**src/rtl/uart_pkg.sv**
```systemverilog
// Shared types and constants for the UART transmit controller.
//   thre_int_state_t : THRE interrupt FSM state encoding
//   UART_DEF_DEPTH   : default TX FIFO depth
//   UART_DEF_DIV_W   : default divisor latch width
//   uart_occ_w()     : width of an occupancy count for a FIFO of given depth
package uart_pkg;

   typedef enum logic {
      INT_IDLE = 1'b0,
      INT_PEND = 1'b1
   } thre_int_state_t;

   localparam int UART_DEF_DEPTH = 16;
   localparam int UART_DEF_DIV_W = 16;

   // An occupancy counter must reach DEPTH itself, hence the extra bit.
   function automatic int uart_occ_w(input int depth);
      return $clog2(depth) + 1;
   endfunction

endpackage

```
**src/rtl/uart_baud_gen.sv**
```systemverilog
// 16x-oversample baud tick generator.
// Ports:
//   clk        : core clock
//   rst        : synchronous active-high reset
//   divisor    : baud divisor {DLM,DLL}
//   baud_pulse : one-cycle tick every `divisor` clocks; high continuously
//                for divisor 1, never for divisor 0
module uart_baud_gen
   import uart_pkg::*;
#(
   parameter int DIV_W = UART_DEF_DIV_W
) (
   input  logic             clk,
   input  logic             rst,
   input  logic [DIV_W-1:0] divisor,
   output logic             baud_pulse
);

   logic [DIV_W-1:0] cnt;
   logic [DIV_W-1:0] div_q;
   logic             div_chg;
   logic [DIV_W-1:0] reload;

   assign div_chg = (divisor != div_q);
   assign reload  = (divisor == '0) ? '0 : divisor - 1'b1;

   // div_q clears on reset, so the first cycle after release always looks
   // like a divisor change: that reload puts the first tick `divisor`
   // clocks after release.
   assign baud_pulse = ~rst & ~div_chg & (divisor != '0) & (cnt == '0);

   always_ff @(posedge clk) begin
      if (rst) begin
         cnt   <= '0;
         div_q <= '0;
      end else begin
         div_q <= divisor;
         if (div_chg || (cnt == '0))
            cnt <= reload;
         else
            cnt <= cnt - 1'b1;
      end
   end

endmodule

```
**src/rtl/uart_tx_ctrl.sv**
```systemverilog
// UART 16550 transmit-side controller: TX FIFO, baud tick, THRE status and
// THRE interrupt.
// Build option: UART_TX_FIFO_EN defined gives a DEPTH-entry FIFO (16550
// mode); undefined gives a single holding register (16450 mode) with a
// 1-bit level port.
// Ports:
//   clk, rst          : core clock, synchronous active-high reset
//   wr_en, wr_data    : THR write strobe and byte
//   fifo_clr          : TX FIFO reset pulse (overrides write/pop)
//   divisor           : baud divisor
//   ier_etbei, iir_rd : THRE interrupt enable, IIR read strobe
//   pop, sreg_empty   : from TX engine (pop: rising edge = byte taken)
//   baud_pulse        : baud tick
//   din               : FIFO head byte to engine
//   thre, temt        : FIFO empty; FIFO and shift register empty
//   fifo_full, overrun: FIFO full; sticky dropped-write flag
//   thre_int          : THRE interrupt request
//   level             : FIFO occupancy
//
// THRE interrupt FSM
//   state    | meaning
//   INT_IDLE | no THRE interrupt pending
//   INT_PEND | FIFO drained (or enable raised while empty); thre_int high
module uart_tx_ctrl
   import uart_pkg::*;
#(
   parameter int DEPTH = UART_DEF_DEPTH,
   parameter int DIV_W = UART_DEF_DIV_W
) (
   input  logic             clk,
   input  logic             rst,
   input  logic             wr_en,
   input  logic [7:0]       wr_data,
   input  logic             fifo_clr,
   input  logic [DIV_W-1:0] divisor,
   input  logic             ier_etbei,
   input  logic             iir_rd,
   input  logic             pop,
   input  logic             sreg_empty,
   output logic             baud_pulse,
   output logic [7:0]       din,
   output logic             thre,
   output logic             temt,
   output logic             fifo_full,
   output logic             overrun,
   output logic             thre_int,
`ifdef UART_TX_FIFO_EN
   output logic [uart_occ_w(DEPTH)-1:0] level
`else
   output logic [0:0]       level
`endif
);

`ifdef UART_TX_FIFO_EN
   localparam int FD = DEPTH;
`else
   // Single holding register; DEPTH stays in the parameter list so both
   // builds instantiate identically.
   localparam int FD = DEPTH - DEPTH + 1;
`endif
   localparam int LW = uart_occ_w(FD);
   localparam int PW = (FD > 1) ? $clog2(FD) : 1;
   localparam logic [LW-1:0] FULL_LVL = LW'(FD);
   localparam logic [LW-1:0] ONE_LVL  = LW'(1);
   localparam logic [PW-1:0] LAST_PTR = PW'(FD - 1);

   logic [7:0]      mem [FD];
   logic [PW-1:0]   wr_ptr, rd_ptr, wr_ptr_inc, rd_ptr_inc;
   logic [LW-1:0]   level_nx;
   logic [7:0]      din_nx;
   logic            pop_q, ier_q;
   logic            pop_evt, pop_ok, wr_ok, wr_drop;
   logic            lvl_to_zero, int_set, int_clr;
   thre_int_state_t int_state;

   uart_baud_gen #(.DIV_W(DIV_W)) u_baud (
      .clk        (clk),
      .rst        (rst),
      .divisor    (divisor),
      .baud_pulse (baud_pulse)
   );

   assign pop_evt    = pop & ~pop_q;
   assign fifo_full  = (level == FULL_LVL);
   assign thre       = (level == '0);
   assign temt       = thre & sreg_empty;
   assign pop_ok     = pop_evt & ~thre;
   // A pop in the same cycle frees the slot, so a full FIFO still accepts.
   assign wr_ok      = wr_en & (~fifo_full | pop_evt);
   assign wr_drop    = wr_en & ~wr_ok;
   assign rd_ptr_inc = (rd_ptr == LAST_PTR) ? '0 : rd_ptr + 1'b1;
   assign wr_ptr_inc = (wr_ptr == LAST_PTR) ? '0 : wr_ptr + 1'b1;

   always_comb begin
      level_nx = level;
      if (wr_ok && !pop_ok)
         level_nx = level + 1'b1;
      else if (pop_ok && !wr_ok)
         level_nx = level - 1'b1;
   end

   // din is the head entry after this cycle's update. When the last entry
   // is popped while a write lands, the write is the new head and is not
   // in mem yet, so it is forwarded from wr_data.
   always_comb begin
      din_nx = din;
      if (pop_ok) begin
         if (level == ONE_LVL) begin
            if (wr_ok)
               din_nx = wr_data;
         end else begin
            din_nx = mem[rd_ptr_inc];
         end
      end else if (wr_ok && thre) begin
         din_nx = wr_data;
      end
   end

   assign lvl_to_zero = ~thre & (level_nx == '0);
   assign int_set     = lvl_to_zero | (ier_etbei & ~ier_q & thre);
   assign int_clr     = iir_rd | wr_ok | ~ier_etbei | fifo_clr;

   always_ff @(posedge clk) begin
      if (!rst && !fifo_clr && wr_ok)
         mem[wr_ptr] <= wr_data;
   end

   always_ff @(posedge clk) begin
      if (rst) begin
         pop_q   <= 1'b0;
         ier_q   <= 1'b0;
         wr_ptr  <= '0;
         rd_ptr  <= '0;
         level   <= '0;
         din     <= '0;
         overrun <= 1'b0;
      end else begin
         pop_q <= pop;
         ier_q <= ier_etbei;
         if (fifo_clr) begin
            wr_ptr  <= '0;
            rd_ptr  <= '0;
            level   <= '0;
            overrun <= 1'b0;
         end else begin
            if (wr_ok)
               wr_ptr <= wr_ptr_inc;
            if (pop_ok)
               rd_ptr <= rd_ptr_inc;
            level <= level_nx;
            din   <= din_nx;
            if (wr_drop)
               overrun <= 1'b1;
         end
      end
   end

   always_ff @(posedge clk) begin
      if (rst) begin
         int_state <= INT_IDLE;
         thre_int  <= 1'b0;
      end else begin
         case (int_state)
            INT_IDLE: begin
               if (int_set && !int_clr) begin
                  int_state <= INT_PEND;
                  thre_int  <= 1'b1;
               end
            end
            INT_PEND: begin
               if (int_clr) begin
                  int_state <= INT_IDLE;
                  thre_int  <= 1'b0;
               end
            end
            default: begin
               int_state <= INT_IDLE;
               thre_int  <= 1'b0;
            end
         endcase
      end
   end

endmodule
```
**config.mk**
```make
export PLATFORM = sky130hd
export DESIGN_NAME = uart_tx_ctrl
export DESIGN_NICKNAME = d
export VERILOG_FILES = /design/src/rtl/uart_pkg.sv /design/src/rtl/uart_baud_gen.sv /design/src/rtl/uart_tx_ctrl.sv
export SDC_FILE = /design/constraint.sdc
export NUM_CORES = 1
export LEC_CHECK = 0
export ABC_AREA = 1
export CORE_MARGIN = 2
export CORE_UTILIZATION = 55
export CTS_BUF_LIST = sky130_fd_sc_hd__clkbuf_16
export CTS_CLUSTER_DIAMETER = 120
export CTS_CLUSTER_SIZE = 40
export DETAILED_ROUTE_END_ITERATION = 6
export PLACE_DENSITY = 0.82
export SLEW_MARGIN = 15
export SYNTH_ARGS = -nofsm -noshare
export SYNTH_HDL_FRONTEND = slang
export SYNTH_SLANG_ARGS = --single-unit
```
**constraint.sdc**
```tcl
create_clock -name clk -period 4.05 [get_ports clk]
set_input_delay 0.81 -clock clk [delete_from_list [all_inputs] [get_ports clk]]
set_output_delay 0.81 -clock clk [all_outputs]
set_load 0.005 [all_outputs]
```
* Word-level counts from Yosys, hierarchy flattened *
Memories as Yosys holds them, arrays and structs flattened.
Cells that the tools add are included.

operators by class
  equality and inequality tests = 4
  multiplexer cells = 16
  $add $sub $neg = 4
  bitwise operators = 26
  reduce and logical (&&, ||, !) cells = 19

operator list
  operator                                                                 number
  16-bit zero test                                                         2
  16-bit 2-to-1 mux                                                        2
  8-bit 2-to-1 mux                                                         4
  16-bit by 1-bit subtractor with 16-bit output, second input constant     2
  16-bit inequality test                                                   1
  16-bit nonzero test                                                      1
  1-bit bitwise AND                                                        11
  1-bit inverter                                                           10
  1-bit 2-to-1 mux                                                         8
  1-bit logical AND                                                        6
  1-bit zero test                                                          5
  1-bit bitwise OR                                                         5
  2-bit inequality test, second input constant                             2
  1-bit case mux with 2 select lines                                       2
  3-bit by 2-bit inequality test with 1-bit output, second input constant  1
  3-bit AND reduction                                                      1
  2-bit AND reduction                                                      1
  2-bit nonzero test                                                       1
  2-bit OR reduction                                                       1
  1-bit adder, second input constant                                       1
  1-bit logical OR                                                         1
  1-bit subtractor, second input constant                                  1

storage, ports and cells
  word-level logic and storage cells = 79
  flip-flop bits (word level) = 46
  memory bits (writable) = 8
  memories = 1

memory list
  name  depth  bits a word  read ports  clocked after Yosys merged registers in  wr ports  line                text
  mem   1      8            1           0                                        1         uart_tx_ctrl.sv:67  logic [7:0] mem [FD];

* Depth between registers and ports, before layout *
Gate-level depths: netlist of the first run.

  depth in word-level cells = 14
  gate-level depth with buffers = 12

* Hierarchy *
Synthesis of the first run repeated with hierarchy kept, for this count alone.

second synthesis, totals
  cell total of the unflattened synthesis = 443
  area total of the unflattened synthesis = 2722.6 µm²

by module, submodules not included
  module         area an instance (µm²)  instances  sequential area each (µm²)  cells each
  uart_baud_gen  2128.3                  1          640.6                       368
  uart_tx_ctrl   594.3                   1          280.3                       75

* Worst setup path before layout of the first run *
OpenSTA, ideal clock, no wires.

  kind = in2out
  start = input port divisor[0]
  end = output port baud_pulse
  cell stages on the path = 6
  arrival time = 1.685 ns
  path slack = 1.555 ns
  path buffers = 0
  cell sequence = inv_2 > ha_1 > nand3_2 > nor2_2 > nand2_1 > o211a_1

between the ends
  longest elaborated chain between the ends = 5

RTL lines
  item                              line                 text
  start, declared                   uart_tx_ctrl.sv:35   input logic [DIV_W-1:0] divisor,
  16-bit inequality test            uart_baud_gen.sv:24  assign div_chg = (divisor != div_q);
  1-bit inverter                    uart_baud_gen.sv:30  assign baud_pulse = ~rst & ~div_chg & (divisor != '0) & (cnt == '0);
  1-bit bitwise AND                 uart_baud_gen.sv:30
  1-bit bitwise AND * (2 in a row)  uart_baud_gen.sv:30
  end, declared                     uart_tx_ctrl.sv:40   output logic baud_pulse,

Mark *: on every way between the ends. The rest lies on a longest branch, timed or not.

* Final worst setup path of the first run *
Same ends and word-level chain as after synthesis.

==> results of run 1 <==
==> final timing paths <==
path                 start             to  cells past startpoint
max             divisor[0]     baud_pulse                      8
min                overrun        overrun                      2
max reg2reg  u_baud.cnt[0]  u_baud.cnt[2]                      9
min reg2reg        overrun        overrun                      2
==> logic make-up (layout without fill, tap and decap cells) <==
group	count (synthesis)	in the layout
fa+ha+maj	3	3
xor+xnor	15	15
simple gates	309	309
compound gates	22	22
flops	46	46
buf+inv	96	142
==> layout by cell type, fill, tap and decap left out, types with 2 or more instances in the layout <==
master           instances
buf_4                    2
clkbuf_16                5
nand4_1                  4
ha_1                     3
o21ai_0                  4
clkinv_1                 2
xor2_1                  12
nor2_4                   3
inv_2                   17
nand2_1                155
xnor2_1                  3
nor2_2                   8
nor3_1                   2
clkdlybuf4s50_1         46
a21oi_1                 14
nor2_1                  79
nand3_2                  5
inv_1                   68
nand2_2                  4
nand3_1                 45
dfxtp_1                 46
==> flip-flops by register name, summed over array words and instances (netlist names) <==
name,cells
din,8
fifo_full,1
ier_q,1
int_state,1
overrun,1
pop_q,1
thre_int,1
u_baud.cnt,16
u_baud.div_q,16
==> layout make-up <==
cell class	count	area [um^2]
Clock buffer	5	125.1
Clock inverter	3	41.29
Fill cell	479	1533
Inverter	86	322.8
Multi-Input combinational cell	349	1634
Sequential cell	46	920.9
Tap cell	70	87.58
Timing Repair Buffer	48	475.5
==> tightest hold or removal path, cell delays in order, from the launching register on <==
cell and delay [ns]:
dfxtp_1 0.31, inv_1 0.05, a21oi_1 0.05
==> stage by stage <==
stage | setup WS, ns | utilization (%)
after floorplan | 1.555 | -
after global placement | 0.5571 | 66.94
after detailed placement | 0.4983 | 66.94
after CTS | 0.4918 | 70.18
after global routing | 0.3881 | 70.18
final | 0.4941 | 70.18
==> where the power goes <==
| part | internal, mW | leakage (nW) | switching, mW | total (mW) |
|---|---|---|---|---|
| logic | 0.0922 | 1.34 | 0.126 | 0.218 |
| registers | 0.476 | 0.381 | 0.0137 | 0.490 |
| clock network | 0.289 | 0.0812 | 0.169 | 0.458 |
| total | 0.857 | 1.80 | 0.308 | 1.17 |
==> routing by layer <==
layer	vias to the layer above	part of all wire (%)
met5	-	0
li1	1571	-
met4	0	2.0
met2	72	49
met3	14	4.1
met1	1289	45
==> results.py, run 1 <==
metrics = {
    "clock_tree": {
        "cts.sinks": 46,
        "path_clk_slew_ns": 0.06,
        "cts_buffer_depth": 2,
        "post_cts_buffers": 0,
        "worstSkewPairLatency_ns": 0.28,
        "htree_levels": 2,
        "cts-root-buf": "clkbuf_16",
        "hold_buffers": 0,
        "cts-resized-gates": 0,
        "cts_buffers": 5,
        "cts_tree": "done",
    },
    "synth": {
        "synth_top_area_cell": "dfxtp_1",
        "synthXorXnorAreaFrac_pct": 4.451,
        "synth_cells": 491,
        "synth_edf_count": 0,
        "ys.warnings.count": 0,
        "avgSynthCellArea_um2": 6.011,
        "synth_compound_area_share_pct": 4.070,
        "synthTopCellsByCount": "nand2_1 (155), nor2_1 (79), inv_1 (67)",
        "seq_area_frac_synth_pct": 31.20,
        "synth_mux_area_share_pct": 0,
        "syn-num-nets": 526,
        "synth_area_um2": 2952,
        "ys_ff_latch": 46,
        "synth_most_common_cell": "nand2_1",
        "synthTopCellsByArea": "dfxtp_1 (31%), nand2_1 (20%), nor2_1 (10%)",
        "synth_fa_ha_area_share_pct": 1.272,
        "synthSimpleGateAreaFrac_pct": 45.57,
        "synth_top_area_share_pct": 31.20,
        "synth_top_family_by_area": "simple AND/OR/NAND/NOR gates",
        "yosysUniqueCellTypes": 31,
        "async_flop_share_pct": 0,
        "synthFlopType": "dfxtp_1",
    },
    "die": {
        "core_um2": 5140,
        "row_count": 26,
        "design.die.area_um2": 5968,
        "die_x_um": 77.26,
        "ios": 47,
        "start_util_pct": 57.42,
        "die_h_um": 77.26,
    },
    "worst_setup_path": {
        "cp_max_fo": 6,
        "cp_data_required_time_ns": 3.24,
        "worst_path_max_delay_cell": "clkdlybuf4s50_1",
        "cpPeakStageDelay_ns": 0.46,
        "critPathKind": "in2out",
        "endpoint_kind": "output port",
        "path_cells": "clkdlybuf4s50_1, inv_2, ha_1, nand3_2, nor2_2, nand2_1, o211a_1, clkdlybuf4s50_1",
        "r2r_setup_slack_ns": 2.27,
        "path_buf_inv": 3,
        "cp_data_arrival_time_ns": 2.75,
        "crit_top_cell": "clkdlybuf4s50_1",
        "critPathLaunchType": "input port",
        "cpLargestDelayFamily": "buffers and inverters",
    },
    "global_route": {
        "use_met2_pct": 42.61,
        "grt_antenna_before_repair": 0,
        "track_usage_pct": 24.08,
        "grt_busiest_layer": "met2",
        "grtUsageMet1_pct": 29.47,
        "grt_pass1_vias": 2861,
        "use_met3_pct": 3.647,
        "grt.overflow.total": 0,
        "grt_first_pass_wirelength_mm": 11.90,
        "grt_max_degree": 30,
    },
    "power": {
        "max-vdd-ir-drop_mv": 0.2405,
        "power_density_nw_per_um2": 323.1,
        "power.total_mw": 1.166,
        "power_leakage_nw": 1.805,
    },
    "sta": {
        "fmax_ghz": 0.2812,
        "tightest_slew_ns": 0.4513,
        "finalCritPeriodShare_pct": 87.80,
        "fin_hold_ws_ns": 0.4546,
        "rsz0062_at_grt": "false",
        "fin_crit_ns": 3.556,
        "finalMaxSlewViolations": 0,
        "slew_headroom_pct": 69.72,
        "final-setup-viol-count": 0,
        "finalSetupTns_ns": 0,
        "clock_skew_ns": 0.004130,
        "hold_viol": 0,
    },
    "detailed_routing": {
        "totalWireLength_mm": 6.726,
        "firstDrtPassIters": 7,
        "wl_per_cell_um": 11.08,
        "drc_errors": 0,
        "drt-initial-drc-count": 142,
        "drt-vias-per-instance": 4.853,
        "dr_total_vias": 2946,
        "ant_nets": 0,
    },
    "run": {
        "cap_viol_max_count": 0,
    },
    "hold_path": {
        "hold_path_class": "reg2reg",
    },
    "placed_design": {
        "dp.cells": 599,
        "dp_hpwl_mm": 5.117,
        "gp_congestion": 0.8790,
        "port_buffers": 46,
        "place_area_um2": 3441,
    },
    "finish": {
        "fin_cells": 607,
        "area_growth_syn_to_layout_pct": 22.21,
        "drive_gt1_share_pct": 9.125,
        "diodes": 0,
        "nets": 571,
        "stdcell_area_um2": 3607,
    },
    "run_status": {
        "status": "finished clean",
    },
}
No activity file was read; power rests on OpenSTA's default activity.
==> run 2, diff against run 1 <==
--- a/config.mk
+++ b/config.mk
@@ -7,12 +7,12 @@
 export LEC_CHECK = 0
 export ABC_AREA = 1
 export CORE_MARGIN = 2
-export CORE_UTILIZATION = 55
+export CORE_UTILIZATION = 48
 export CTS_BUF_LIST = sky130_fd_sc_hd__clkbuf_16
 export CTS_CLUSTER_DIAMETER = 120
 export CTS_CLUSTER_SIZE = 40
 export DETAILED_ROUTE_END_ITERATION = 6
-export PLACE_DENSITY = 0.82
+export PLACE_DENSITY = 0.76
 export SLEW_MARGIN = 15
 export SYNTH_ARGS = -nofsm -noshare
 export SYNTH_HDL_FRONTEND = slang
==> constraint.sdc (replaced) <==
create_clock -name clk -period 3 [get_ports clk]
set_input_delay 0.6 -clock clk [delete_from_list [all_inputs] [get_ports clk]]
set_output_delay 0.6 -clock clk [all_outputs]
set_load 0.005 [all_outputs]
==> run 2 against run 1 <==
Compared with the run above: wire length is 4.0% higher; critical path type unchanged; cell count is 5.3% higher; flip-flop and latch count stayed put; clock power is 16% higher; combinational power is 47% higher; core utilization is 5.9 points lower; count of clock-buffer cells in the layout stayed put; critical endpoint unchanged; clock skew is 0.00060 ns lower; sequential share of layout area is 1.3 points lower; worst setup slack worse by 0.17 ns.
==> results.py, run 2 (same netlist as run 1, synthesis figures left out) <==
metrics = {
    "run_status": {
        "status": "finished clean",
    },
    "sta": {
        "hold_viol": 0,
        "finalCritPeriodShare_pct": 89.13,
        "clock_skew_ns": 0.003532,
        "fin_ws_ns": 0.3261,
        "finalSetupTns_ns": 0,
        "fin_crit_ns": 2.674,
        "tightest_slew_ns": 0.4863,
        "fmax_ghz": 0.3740,
        "final-setup-viol-count": 0,
        "rsz0062_at_grt": "false",
        "slew_headroom_pct": 67.38,
        "finalMaxSlewViolations": 0,
    },
    "detailed_routing": {
        "met1_length_mm": 3.294,
        "route.met3.wl_um": 276,
        "drc_errors": 0,
        "wl_met2_mm": 3.363,
        "wl_per_cell_um": 10.94,
        "drt-initial-drc-count": 131,
        "totalWireLength_mm": 6.993,
        "dr.max_layer_used": "met4",
        "ant_nets": 0,
        "drt-vias-per-instance": 4.759,
        "dr_total_vias": 3041,
        "firstDrtPassIters": 4,
    },
    "clock_tree": {
        "post_cts_buffers": 0,
        "cts_tree": "done",
        "path_clk_slew_ns": 0.06,
        "worstSkewPairLatency_ns": 0.28,
        "cts.sinks": 46,
        "cts_buffer_depth": 2,
        "hold_buffers": 0,
        "cts-root-buf": "clkbuf_16",
        "cts_buffers": 5,
        "htree_levels": 2,
        "cts-resized-gates": 1,
    },
    "global_route": {
        "grt_antenna_before_repair": 0,
        "grt_pass1_vias": 2775,
        "track_usage_pct": 22.09,
        "grt.overflow.total": 0,
        "grt_max_degree": 30,
        "grt_first_pass_wirelength_mm": 11.78,
    },
    "placed_design": {
        "port_buffers": 46,
        "dp_hpwl_mm": 5.567,
        "dp_worst_setup_slack_ns": 0.003252,
        "place_area_um2": 3650,
        "gp_congestion": 0.8769,
    },
    "power": {
        "power_density_nw_per_um2": 398.2,
        "power_leakage_nw": 1.957,
        "max-vdd-ir-drop_mv": 0.2674,
    },
    "hold_path": {
        "holdPathStages": 2,
        "hold_path_class": "reg2reg",
    },
    "die": {
        "row_count": 28,
        "die_x_um": 82.42,
        "core_um2": 5921,
        "die_h_um": 82.42,
        "design.die.area_um2": 6792,
        "ios": 47,
        "start_util_pct": 49.85,
    },
    "finish": {
        "final_common_cell": "nand2_1",
        "reg_top3": "u_baud.cnt x16, u_baud.div_q x16, din x8",
        "fillCellCount": 543,
        "nets": 598,
        "stdcell_area_um2": 3806,
        "diodes": 0,
        "multi_input_area_um2": 1642,
        "drive_gt1_share_pct": 13.65,
        "final_cell_mix": "nand2_1 (155), nor2_1 (78), inv_1 (67)",
        "regArea_um2": 920.9,
        "area_growth_syn_to_layout_pct": 28.95,
    },
    "run": {
        "cap_viol_max_count": 0,
    },
    "worst_setup_path": {
        "cp_max_fo": 5,
        "critPathLaunchType": "input port",
        "r2r_cells": 10,
        "cp_data_arrival_time_ns": 2.07,
        "cp_data_required_time_ns": 2.40,
        "endpoint_kind": "output port",
        "critPathKind": "in2out",
    },
}
[run 2: critical path: stages]
cell	delay, ns
clkdlybuf4s50_1	0.44
inv_2	0.12
ha_1	0.19
nand3_2	0.13
nor2_4	0.13
nand2_1	0.08
o211a_1	0.23
dlymetal6s2s_1	0.15
[run 2: path summary, 6_finish.rpt]
kind | from | end | slack [ns]
worst min register to register | overrun | overrun | 0.46
worst max register to register | u_baud.cnt[0] | u_baud.cnt[14] | 1.19
worst max-delay path | divisor[1] | baud_pulse | 0.33
worst min-delay path | overrun | overrun | 0.46
[run 2: cell type report]
cell class | instances | area share [%]
well taps | 75 | 2.465
clock inverters | 3 | 0.4274
multi-input cells | 349 | 43.13
clock buffers | 5 | 3.287
inverters | 86 | 8.481
flip-flops and latches | 46 | 24.19
repair buffers | 75 | 18.01
[run 2: stage by stage]
| stage | hold slack, ns | power (mW) | instances | utilization [%] |
|---|---|---|---|---|
| 3_3_place_gp | 0.4455 | 0.9862 | 631 | 61.64 |
| 2_1_floorplan | 0.4448 | 0.8575 | 491 | - |
| 5_1_grt | 0.4887 | 1.599 | 639 | 64.29 |
| 4_1_cts | 0.4594 | 1.531 | 639 | 64.07 |
| 3_5_place_dp | 0.4494 | 0.9937 | 631 | 61.64 |
| 6_report | 0.4554 | 1.516 | 639 | 64.29 |
[run 2: layer usage]
layer,track usage [%],vias to the layer above
met2,37.82,55
met3,3.370,5
met5,0,-
li1,-,1627
met4,5.167,0
met1,29.17,1354
[run 2: where the power goes]
| group | total (mW) | switching, mW | internal [mW] |
|---|---|---|---|
| combinational | 0.320 | 0.175 | 0.145 |
| sequential | 0.662 | 0.0191 | 0.643 |
| clock | 0.533 | 0.229 | 0.304 |
| total | 1.52 | 0.423 | 1.09 |
